## src/rtl/i2s_frame_ctrl.sv

```systemverilog
// i2s_frame_ctrl: SGTL5000 PCM Format A frame tracker, lock detector and per-frame tx/rx exchange.
// Define I2S_FRAME_HOLD_ON_UNDERRUN_EN to repeat the last tx frame on underrun instead of sending zeros.
//
// state   | meaning
// NOSIG   | no recent frame edge, no reference period held
// ACQUIRE | counting consecutive in-tolerance frame periods
// LOCKED  | frame timing stable, one tx load / rx capture per period
module i2s_frame_ctrl #(
    parameter int unsigned BITS          = 64,
    parameter int unsigned TIMEOUT       = 4096,
    parameter int unsigned LOCK_FRAMES   = 4,
    parameter int unsigned PERIOD_TOL    = 2,
    parameter int unsigned CAPTURE_DELAY = 8
) (
    input  logic            clk,
    input  logic            rst_n,
    input  logic            lrclk,
    input  logic [BITS-1:0] frame_i,
    output logic [BITS-1:0] frame_o,
    input  logic [BITS-1:0] tx_data,
    input  logic            tx_valid,
    output logic            tx_ready,
    output logic [BITS-1:0] rx_data,
    output logic            rx_valid,
    input  logic            rx_ready,
    output logic            locked,
    output logic [7:0]      underrun_cnt,
    output logic [7:0]      overrun_cnt,
    output logic [15:0]     period
);

    typedef enum logic [1:0] {
        NOSIG   = 2'd0,
        ACQUIRE = 2'd1,
        LOCKED  = 2'd2
    } state_t;

    state_t          r_state;
    logic            r_lrclk_d;
    logic [15:0]     r_pcnt;
    logic [15:0]     r_ref;
    logic            r_has_ref;
    logic [7:0]      r_good;
    logic [15:0]     r_period;
    logic            r_locked;
    logic [15:0]     r_dly;
    logic            r_arm;
    logic            r_cap;
    logic [BITS-1:0] r_frame_o;
    logic [BITS-1:0] r_rx_data;
    logic            r_rx_valid;
    logic [7:0]      r_und;
    logic [7:0]      r_ovr;

    state_t          w_state_next;
    logic            w_edge;
    logic [15:0]     w_meas;
    logic [15:0]     w_diff;
    logic            w_in_tol;
    logic            w_timeout;
    logic [7:0]      w_good_inc;
    logic [7:0]      w_good_next;
    logic            w_has_ref_next;
    logic            w_leave;

    always_comb begin
        w_edge         = lrclk & ~r_lrclk_d;
        w_meas         = (r_pcnt == 16'hFFFF) ? 16'hFFFF : r_pcnt + 16'd1;
        w_diff         = (w_meas >= r_ref) ? (w_meas - r_ref) : (r_ref - w_meas);
        w_in_tol       = r_has_ref && ({16'd0, w_diff} <= PERIOD_TOL);
        // an edge in the same cycle as the timeout wins
        w_timeout      = !w_edge && (({16'd0, r_pcnt} + 32'd1) >= TIMEOUT);
        w_good_inc     = r_good + 8'd1;
        w_state_next   = r_state;
        w_good_next    = r_good;
        w_has_ref_next = r_has_ref;
        if (w_edge) begin
            w_has_ref_next = 1'b1;
            case (r_state)
                NOSIG: begin
                    w_state_next   = ACQUIRE;
                    w_good_next    = 8'd0;
                    w_has_ref_next = 1'b0;
                end
                ACQUIRE: begin
                    w_good_next = w_in_tol ? w_good_inc : 8'd0;
                    if (w_in_tol && (w_good_inc == 8'(LOCK_FRAMES))) begin
                        w_state_next = LOCKED;
                    end
                end
                default: begin
                    if (!w_in_tol) begin
                        w_state_next = ACQUIRE;
                        w_good_next  = 8'd0;
                    end
                end
            endcase
        end else if (w_timeout) begin
            w_state_next   = NOSIG;
            w_good_next    = 8'd0;
            w_has_ref_next = 1'b0;
        end
        w_leave = (r_state == LOCKED) && (w_state_next != LOCKED);
    end

    always_ff @(posedge clk or negedge rst_n) begin
        if (!rst_n) begin
            r_state    <= NOSIG;
            r_lrclk_d  <= 1'b0;
            r_pcnt     <= 16'd0;
            r_ref      <= 16'd0;
            r_has_ref  <= 1'b0;
            r_good     <= 8'd0;
            r_period   <= 16'd0;
            r_locked   <= 1'b0;
            r_dly      <= 16'd0;
            r_arm      <= 1'b0;
            r_cap      <= 1'b0;
            r_frame_o  <= '0;
            r_rx_data  <= '0;
            r_rx_valid <= 1'b0;
            r_und      <= 8'd0;
            r_ovr      <= 8'd0;
        end else begin
            r_lrclk_d <= lrclk;
            if (w_edge) begin
                r_pcnt   <= 16'd0;
                r_period <= w_meas;
                r_ref    <= w_meas;
            end else if (r_pcnt != 16'hFFFF) begin
                r_pcnt <= r_pcnt + 16'd1;
            end
            r_state   <= w_state_next;
            r_good    <= w_good_next;
            r_has_ref <= w_has_ref_next;
            r_locked  <= (w_state_next == LOCKED);

            // capture-point down-counter; a fresh edge restarts it, leaving LOCKED cancels it
            r_cap <= 1'b0;
            if (w_edge) begin
                if (w_state_next != LOCKED) begin
                    r_arm <= 1'b0;
                end else if (CAPTURE_DELAY <= 1) begin
                    r_cap <= 1'b1;
                    r_arm <= 1'b0;
                end else begin
                    r_dly <= 16'(CAPTURE_DELAY - 1);
                    r_arm <= 1'b1;
                end
            end else if (w_leave) begin
                r_arm <= 1'b0;
            end else if (r_arm) begin
                if (r_dly == 16'd1) begin
                    r_cap <= 1'b1;
                    r_arm <= 1'b0;
                end else begin
                    r_dly <= r_dly - 16'd1;
                end
            end

            if (w_leave) begin
                r_frame_o  <= '0;
                r_rx_valid <= 1'b0;
            end else if (r_cap) begin
                if (tx_valid) begin
                    r_frame_o <= tx_data;
                end else begin
`ifdef I2S_FRAME_HOLD_ON_UNDERRUN_EN
                    r_frame_o <= r_frame_o;
`else
                    r_frame_o <= '0;
`endif
                end
                r_rx_data  <= frame_i;
                r_rx_valid <= 1'b1;
            end else if (r_rx_valid && rx_ready) begin
                r_rx_valid <= 1'b0;
            end

            if (r_cap && !tx_valid && (r_und != 8'hFF)) begin
                r_und <= r_und + 8'd1;
            end
            if (r_cap && r_rx_valid && !rx_ready && (r_ovr != 8'hFF)) begin
                r_ovr <= r_ovr + 8'd1;
            end
        end
    end

    assign frame_o      = r_frame_o;
    assign tx_ready     = r_cap;
    assign rx_data      = r_rx_data;
    assign rx_valid     = r_rx_valid;
    assign locked       = r_locked;
    assign underrun_cnt = r_und;
    assign overrun_cnt  = r_ovr;
    assign period       = r_period;

endmodule

```

## config.mk

```make
export PLATFORM = sky130hd
export DESIGN_NAME = i2s_frame_ctrl
export DESIGN_NICKNAME = d
export VERILOG_FILES = /design/src/rtl/i2s_frame_ctrl.sv
export SDC_FILE = /design/constraint.sdc
export NUM_CORES = 1
export LEC_CHECK = 0
export CELL_PAD_IN_SITES_DETAIL_PLACEMENT = 1
export CELL_PAD_IN_SITES_GLOBAL_PLACEMENT = 1
export CORE_UTILIZATION = 35
export CTS_CLUSTER_SIZE = 30
export DETAILED_ROUTE_END_ITERATION = 10
export PLACE_DENSITY_LB_ADDON = 0.12
export SLEW_MARGIN = 40
export SYNTH_ARGS = -nofsm -noshare
export SYNTH_HDL_FRONTEND = slang
export SYNTH_SLANG_ARGS = --single-unit
```

## constraint.sdc

```tcl
create_clock -name clk -period 10.1 [get_ports clk]
set_input_delay 1.01 -clock clk [delete_from_list [all_inputs] [get_ports clk]]
set_output_delay 1.01 -clock clk [all_outputs]
set_load 0.02 [all_outputs]
```

Word-level counts from Yosys, hierarchy flattened
Index checks and enable logic that the tools add are counted.

Register bits after elaboration: 208. Output and inout port bits: 163.

Add/subtract/negate cells: 8. Magnitude comparators: 3. Eq/ne operators: 14. Multiplexer cells: 37. Bitwise gates (word level): 3. Reductions and logical operators: 22.

Operators with widths (number): 64-bit two-way mux (3); 16-bit two-way mux (9); 8-bit two-way mux (4); 16-bit subtractor (2); 8-bit by 1-bit adder with 8-bit output (second input constant) (3); 16-bit by 1-bit adder with 17-bit output (second input constant) (1); 17-bit by 13-bit greater-or-equal comparator with 1-bit output (second input constant) (1); 16-bit by 1-bit adder with 16-bit output (second input constant) (1); 16-bit by 1-bit equality test with 1-bit output (second input constant) (1); 16-bit equality test (second input constant) (1); 16-bit greater-or-equal comparator (1); 16-bit by 2-bit less-or-equal comparator with 1-bit output (second input constant) (1); 16-bit inequality test (second input constant) (1); 8-bit inequality test (second input constant) (2); 8-bit case mux with 2 select lines (1); 16-bit by 1-bit subtractor with 16-bit output (second input constant) (1); 1-bit two-way mux (15); 1-bit logical AND (10); 8-bit by 3-bit equality test with 1-bit output (second input constant) (1); 2-bit two-way mux (4); 2-bit inequality test (second input constant) (4); 2-bit nonzero test (4); 2-bit equality test (second input constant) (2); 4-bit by 2-bit inequality test with 1-bit output (second input constant) (1); 9 further kinds (13).

Longest topological paths before layout
Depth after elaboration: 14. Mapped depth: 21. Mapped depth without buffers: 20.

Worst setup path after synthesis
No wires, ideal clock.

Path type: flip-flop to flip-flop. Start point: reg r_pcnt[0]. End point: reg r_rx_data[10] (netlist: rx_data[10]). Arrival: 4.911 ns. Data required time: 9.975 ns. Path slack: 5.064 ns. Stages on the path, launching flop included: 21. Path buffers: 3. Clock period less this slack: 5.036 ns. Cell sequence: dfrtp_1 -> ha_1 -> nand4_1 -> nor2_1 -> nand4_1 -> clkbuf_1 -> and2_1 -> inv_1 -> ha_1 -> buf_6 -> a21o_1 -> a2111oi_2 -> o211ai_1 -> a211oi_4 -> mux2i_1 -> xor2_1 -> a2111oi_4 -> o21a_2 -> o21ai_4 -> buf_6 -> mux2_4.

Word-level cells in the longest chain between the ends: 14.

RTL lines: start: declaration (RTL line 40) `logic [15:0] r_pcnt;`; start signal: assignment (RTL line 131) `r_pcnt <= r_pcnt + 16'd1;`; 16-bit by 1-bit adder with 16-bit output or 16-bit equality test (tied branches) (RTL line 68) `w_meas = (r_pcnt == 16'hFFFF) ? 16'hFFFF : r_pcnt + 16'd1;`; 16-bit two-way mux (*) (RTL line 68); named net w_meas[2] (RTL line 57) `logic [15:0] w_meas;`; 16-bit subtractor or 16-bit greater-or-equal comparator (tied branches) (RTL line 69) `w_diff = (w_meas >= r_ref) ? (w_meas - r_ref) : (r_ref - w_meas);`; 16-bit two-way mux (*) (RTL line 69); 16-bit by 2-bit less-or-equal comparator with 1-bit output (*) (RTL line 70) `w_in_tol = r_has_ref && ({16'd0, w_diff} <= PERIOD_TOL);`; 1-bit logical AND (*) (RTL line 70); 1-bit logical AND (RTL line 87) `if (w_in_tol && (w_good_inc == 8'(LOCK_FRAMES))) begin`; 2-bit two-way mux (RTL line 87); 2-bit case mux with 2 select lines (*) (RTL line 79) `case (r_state)`; 2-bit two-way mux (*) (RTL line 77) `if (w_edge) begin`; 2-bit inequality test (*) (RTL line 103) `w_leave = (r_state == LOCKED) && (w_state_next != LOCKED);`; 1-bit logical AND (*) (RTL line 103); 1-bit NOT (no line) (*); 2-bit AND reduction (no line) (*); end signal: assignment (RTL line 174) `r_rx_data <= frame_i;`; end: declaration (RTL line 50) `logic [BITS-1:0] r_rx_data;`.

The timed path passes the listed nets; every way through them passes the cells marked *. A chain may end at the register's enable or synchronous reset.

Worst setup path after layout
Start point: reg r_pcnt[0]. End point: reg r_rx_data[17] (netlist: rx_data[17]).

Same word-level chain as after synthesis.

==> results.txt <==
Worst Max-Slew Pin Slew = 0.800 ns
vias = 9570
Fmax = 150 MHz
Die ar. = 32800 um2
root buf cell = clkbuf_16
Clock Sinks = 208
vias in the first global route = 10100
pin count of the biggest net entering global routing = 92
Clock Skews = 0.0202 ns
asr flop ratio synth = 1.00
final hold slack = 0.500 ns
Longest Clk Path Bufs = 3
switch share = 0.333
I/O Pins = 296
Setup TNS Final = 0 ns
Final Hold Vio Count = 0
Pre-antenna DRT Iters = 4
grt ovf = 0
first-pass GRT wire length = 54700 um
hpwl dp = 23300 um
worst skew pair latency = 0.54 ns
sum of buffers and inverters on the critical path = 3
post-synth design cell area = 11200 um2
Logic pwr share = 0.329
Nets = 1588
core box area = 31600 um2
Worst Path Max Fanout = 55
clock network fraction of total power = 0.353
CTS buffer count = 26
Syn. warnings = 0
setup bufs post-CTS = 0
antenna-violating nets left = 0
Total GRT Usage = 0.203
Synth Flop Type = dfrtp_1
RD Place Congestion = 0.819
CTS resizes = 0
Critical Path Max Stage Delay = 0.68 ns
Rows = 65
period utilisation layout = 0.659
Post-Synthesis Cells = 1140
Area contributors post-synth = dfrtp_1 46%, mux2_4 8.0%, nand2_1 4.6%
Max VDD drop = 0.175 mV
CP required = 10.51 ns
minimum clock period = 6.65 ns
# hold bufs at CTS = 0
register share of total power = 0.319
Synth area leader = dfrtp_1
most frequent CP cell = nand4_1
antenna cells = 0
Port Buffers = 295
Mean Syn Cell Area = 9.86 um2
die height = 181 um
wire length per cell = 18.2 um
fin. max-slew vios = 0
Crit. End Element = flip-flop
DIE WIDTH = 181 um
Post-synth EDFFs = 0
max cap viols = 0
internal power = 1.81 mW
crit path kind = reg -> reg
syn nets = 1314
Slowest-stage cell, CP = a2111oi_0
H-tree Lvls = 1
antenna violations before repair = 0
initial cell density of the core = 0.356
Seq/Total Area, Yosys = 0.463
Cell variety after synth = 65
r2r setup slk = 3.45 ns
clock-pin slew on the worst setup and hold paths = 0.06 ns
Iter 0 DRT Violations = 408
share of layout cells above drive strength 1 = 0.0978
Max-slew headroom = 0.463
CP arrival = 7.06 ns
status = complete, no violations
synth-to-layout area growth = 37.0%
cell family with most CP delay = compound AO/OA/AOI/OAI gates
Leakage = 7.08 nW
Final Routed Wirelength = 33400 um
CP Launch Type = flip-flop
worst-path cell chain = ha_1, nand4_1, nor2_1, nand4_1, and2_1, inv_1, ha_1, inv_1, fa_1, a21o_1, a311oi_2, o21ba_2, nor2_1, a2111oi_0, nand4_1, a2111oi_4, o21a_2, o21ai_4, buf_6, mux2_4
Vias/cell = 5.22
sw power = 0.902 mW
#FFs+latches synth = 208
hold crit path type = in -> async
Cell Pwr Density = 176 nW/um2
DRC violations left = 0
RSZ-0062 raised after global routing = no
CTS tree = done
Setup Viol. Count Final = 0
share of the synthesized area in the top cell type = 0.463
==> cells in the mapped netlist, types with 4 or more instances <==
master,number
nor2_1,66
ha_1,39
dfrtp_1,208
a31oi_1,5
and4_1,4
o31a_1,4
o21a_1,13
a2111oi_0,4
inv_1,51
o2111ai_1,4
nor2b_1,11
and2_1,13
a31o_2,4
or3_1,9
mux2i_1,14
buf_2,10
mux2_4,60
nand2_1,139
a22o_1,5
a211oi_1,5
nor4_1,9
o21ai_0,44
nand3_1,99
a21oi_1,97
nand4_1,17
mux2_2,7
nor3_1,12
a21o_1,14
a211o_1,6
xor2_1,17
xnor2_1,27
clkbuf_1,41
and3_1,8
nand2b_1,18
buf_6,7
==> routing by layer <==
metal  wire (um)  share of wire  up-vias  GRT usage
met5           0              0        -          0
met4         656          0.020        0     0.0454
met3        1610          0.048       39     0.0373
met2       15600           0.47      234      0.338
met1       15500           0.47     4761      0.273
li1            -              -     4536          -
==> cells by family (layout without fill, tap and decap cells) <==
group / Yosys count / count (layout) / share of synthesized area
buf+inv: 110 / 402 / 0.0425
fa+ha+maj: 41 / 41 / 0.0470
xor+xnor: 44 / 44 / 0.0343
compound gates: 240 / 240 / 0.138
simple gates: 416 / 416 / 0.176
mux: 81 / 81 / 0.0996
flops: 208 / 208 / 0.463
==> sequential cells by signal (all words and copies together) (netlist names), 2 cells and up <==
register	cells
frame_o	64
rx_data	64
period	16
r_dly	16
r_pcnt	16
overrun_cnt	8
r_good	8
underrun_cnt	8
r_state	2
==> final cells by class <==
class	instances	area [um2]
inverter	51	191
tap	402	503
clock inverter	8	114
multi-input combinational	822	5580
timing repair buffer	305	3040
clock buffer	38	776
sequential	208	5210
fill	3495	16100
==> worst paths after layout <==
check	cells after the start	startpoint	to
hold reg to reg	1	underrun_cnt[5]	underrun_cnt[5]
hold / removal	1	rst_n	frame_o[46]
max in group asynchronous	3	rst_n	tx_ready
setup reg to reg	20	r_pcnt[0]	rx_data[17]
setup / recovery	20	r_pcnt[0]	rx_data[17]
min in group clk	1	underrun_cnt[5]	underrun_cnt[5]
==> power groups by stage <==
| stage | Combinational (mW) | Sequential [mW] | Clock (mW) |
|---|---|---|---|
| floorplan | 0.634 | 0.883 | 0 |
| global placement | 0.873 | 0.877 | 0 |
| detailed placement | 0.889 | 0.878 | 0 |
| CTS | 0.893 | 0.863 | 0.986 |
| global route | 0.971 | 0.866 | 1.02 |
| finish | 0.891 | 0.863 | 0.956 |
==> stage by stage <==
stage,setup slack [ns],utilization,cells,total power [mW],area [um2]
finish,3.45,0.488,1834,2.71,15400
global route,2.95,0.488,1834,2.85,15400
CTS,3.47,0.488,1834,2.74,15400
detailed placement,3.49,0.460,1788,1.77,14500
global placement,3.47,0.460,1788,1.75,14500
floorplan,5.06,-,1140,1.52,11200
==> cell usage in the layout, fill, tap and decap left out, drive strengths merged, types with 17 or more instances in the layout <==
master / synthesis / layout
xor2: 17 / 17
dfrtp: 208 / 208
clkbuf: 41 / 38
nand2: 139 / 139
xnor2: 27 / 27
a21oi: 97 / 97
nand4: 17 / 17
nor2: 66 / 66
clkdlybuf4s50: 0 / 293
mux2: 67 / 67
ha: 39 / 39
o21ai: 46 / 46
inv: 51 / 53
nand2b: 18 / 18
nand3: 99 / 99
Note: power is estimated with default switching activity, not from simulation.
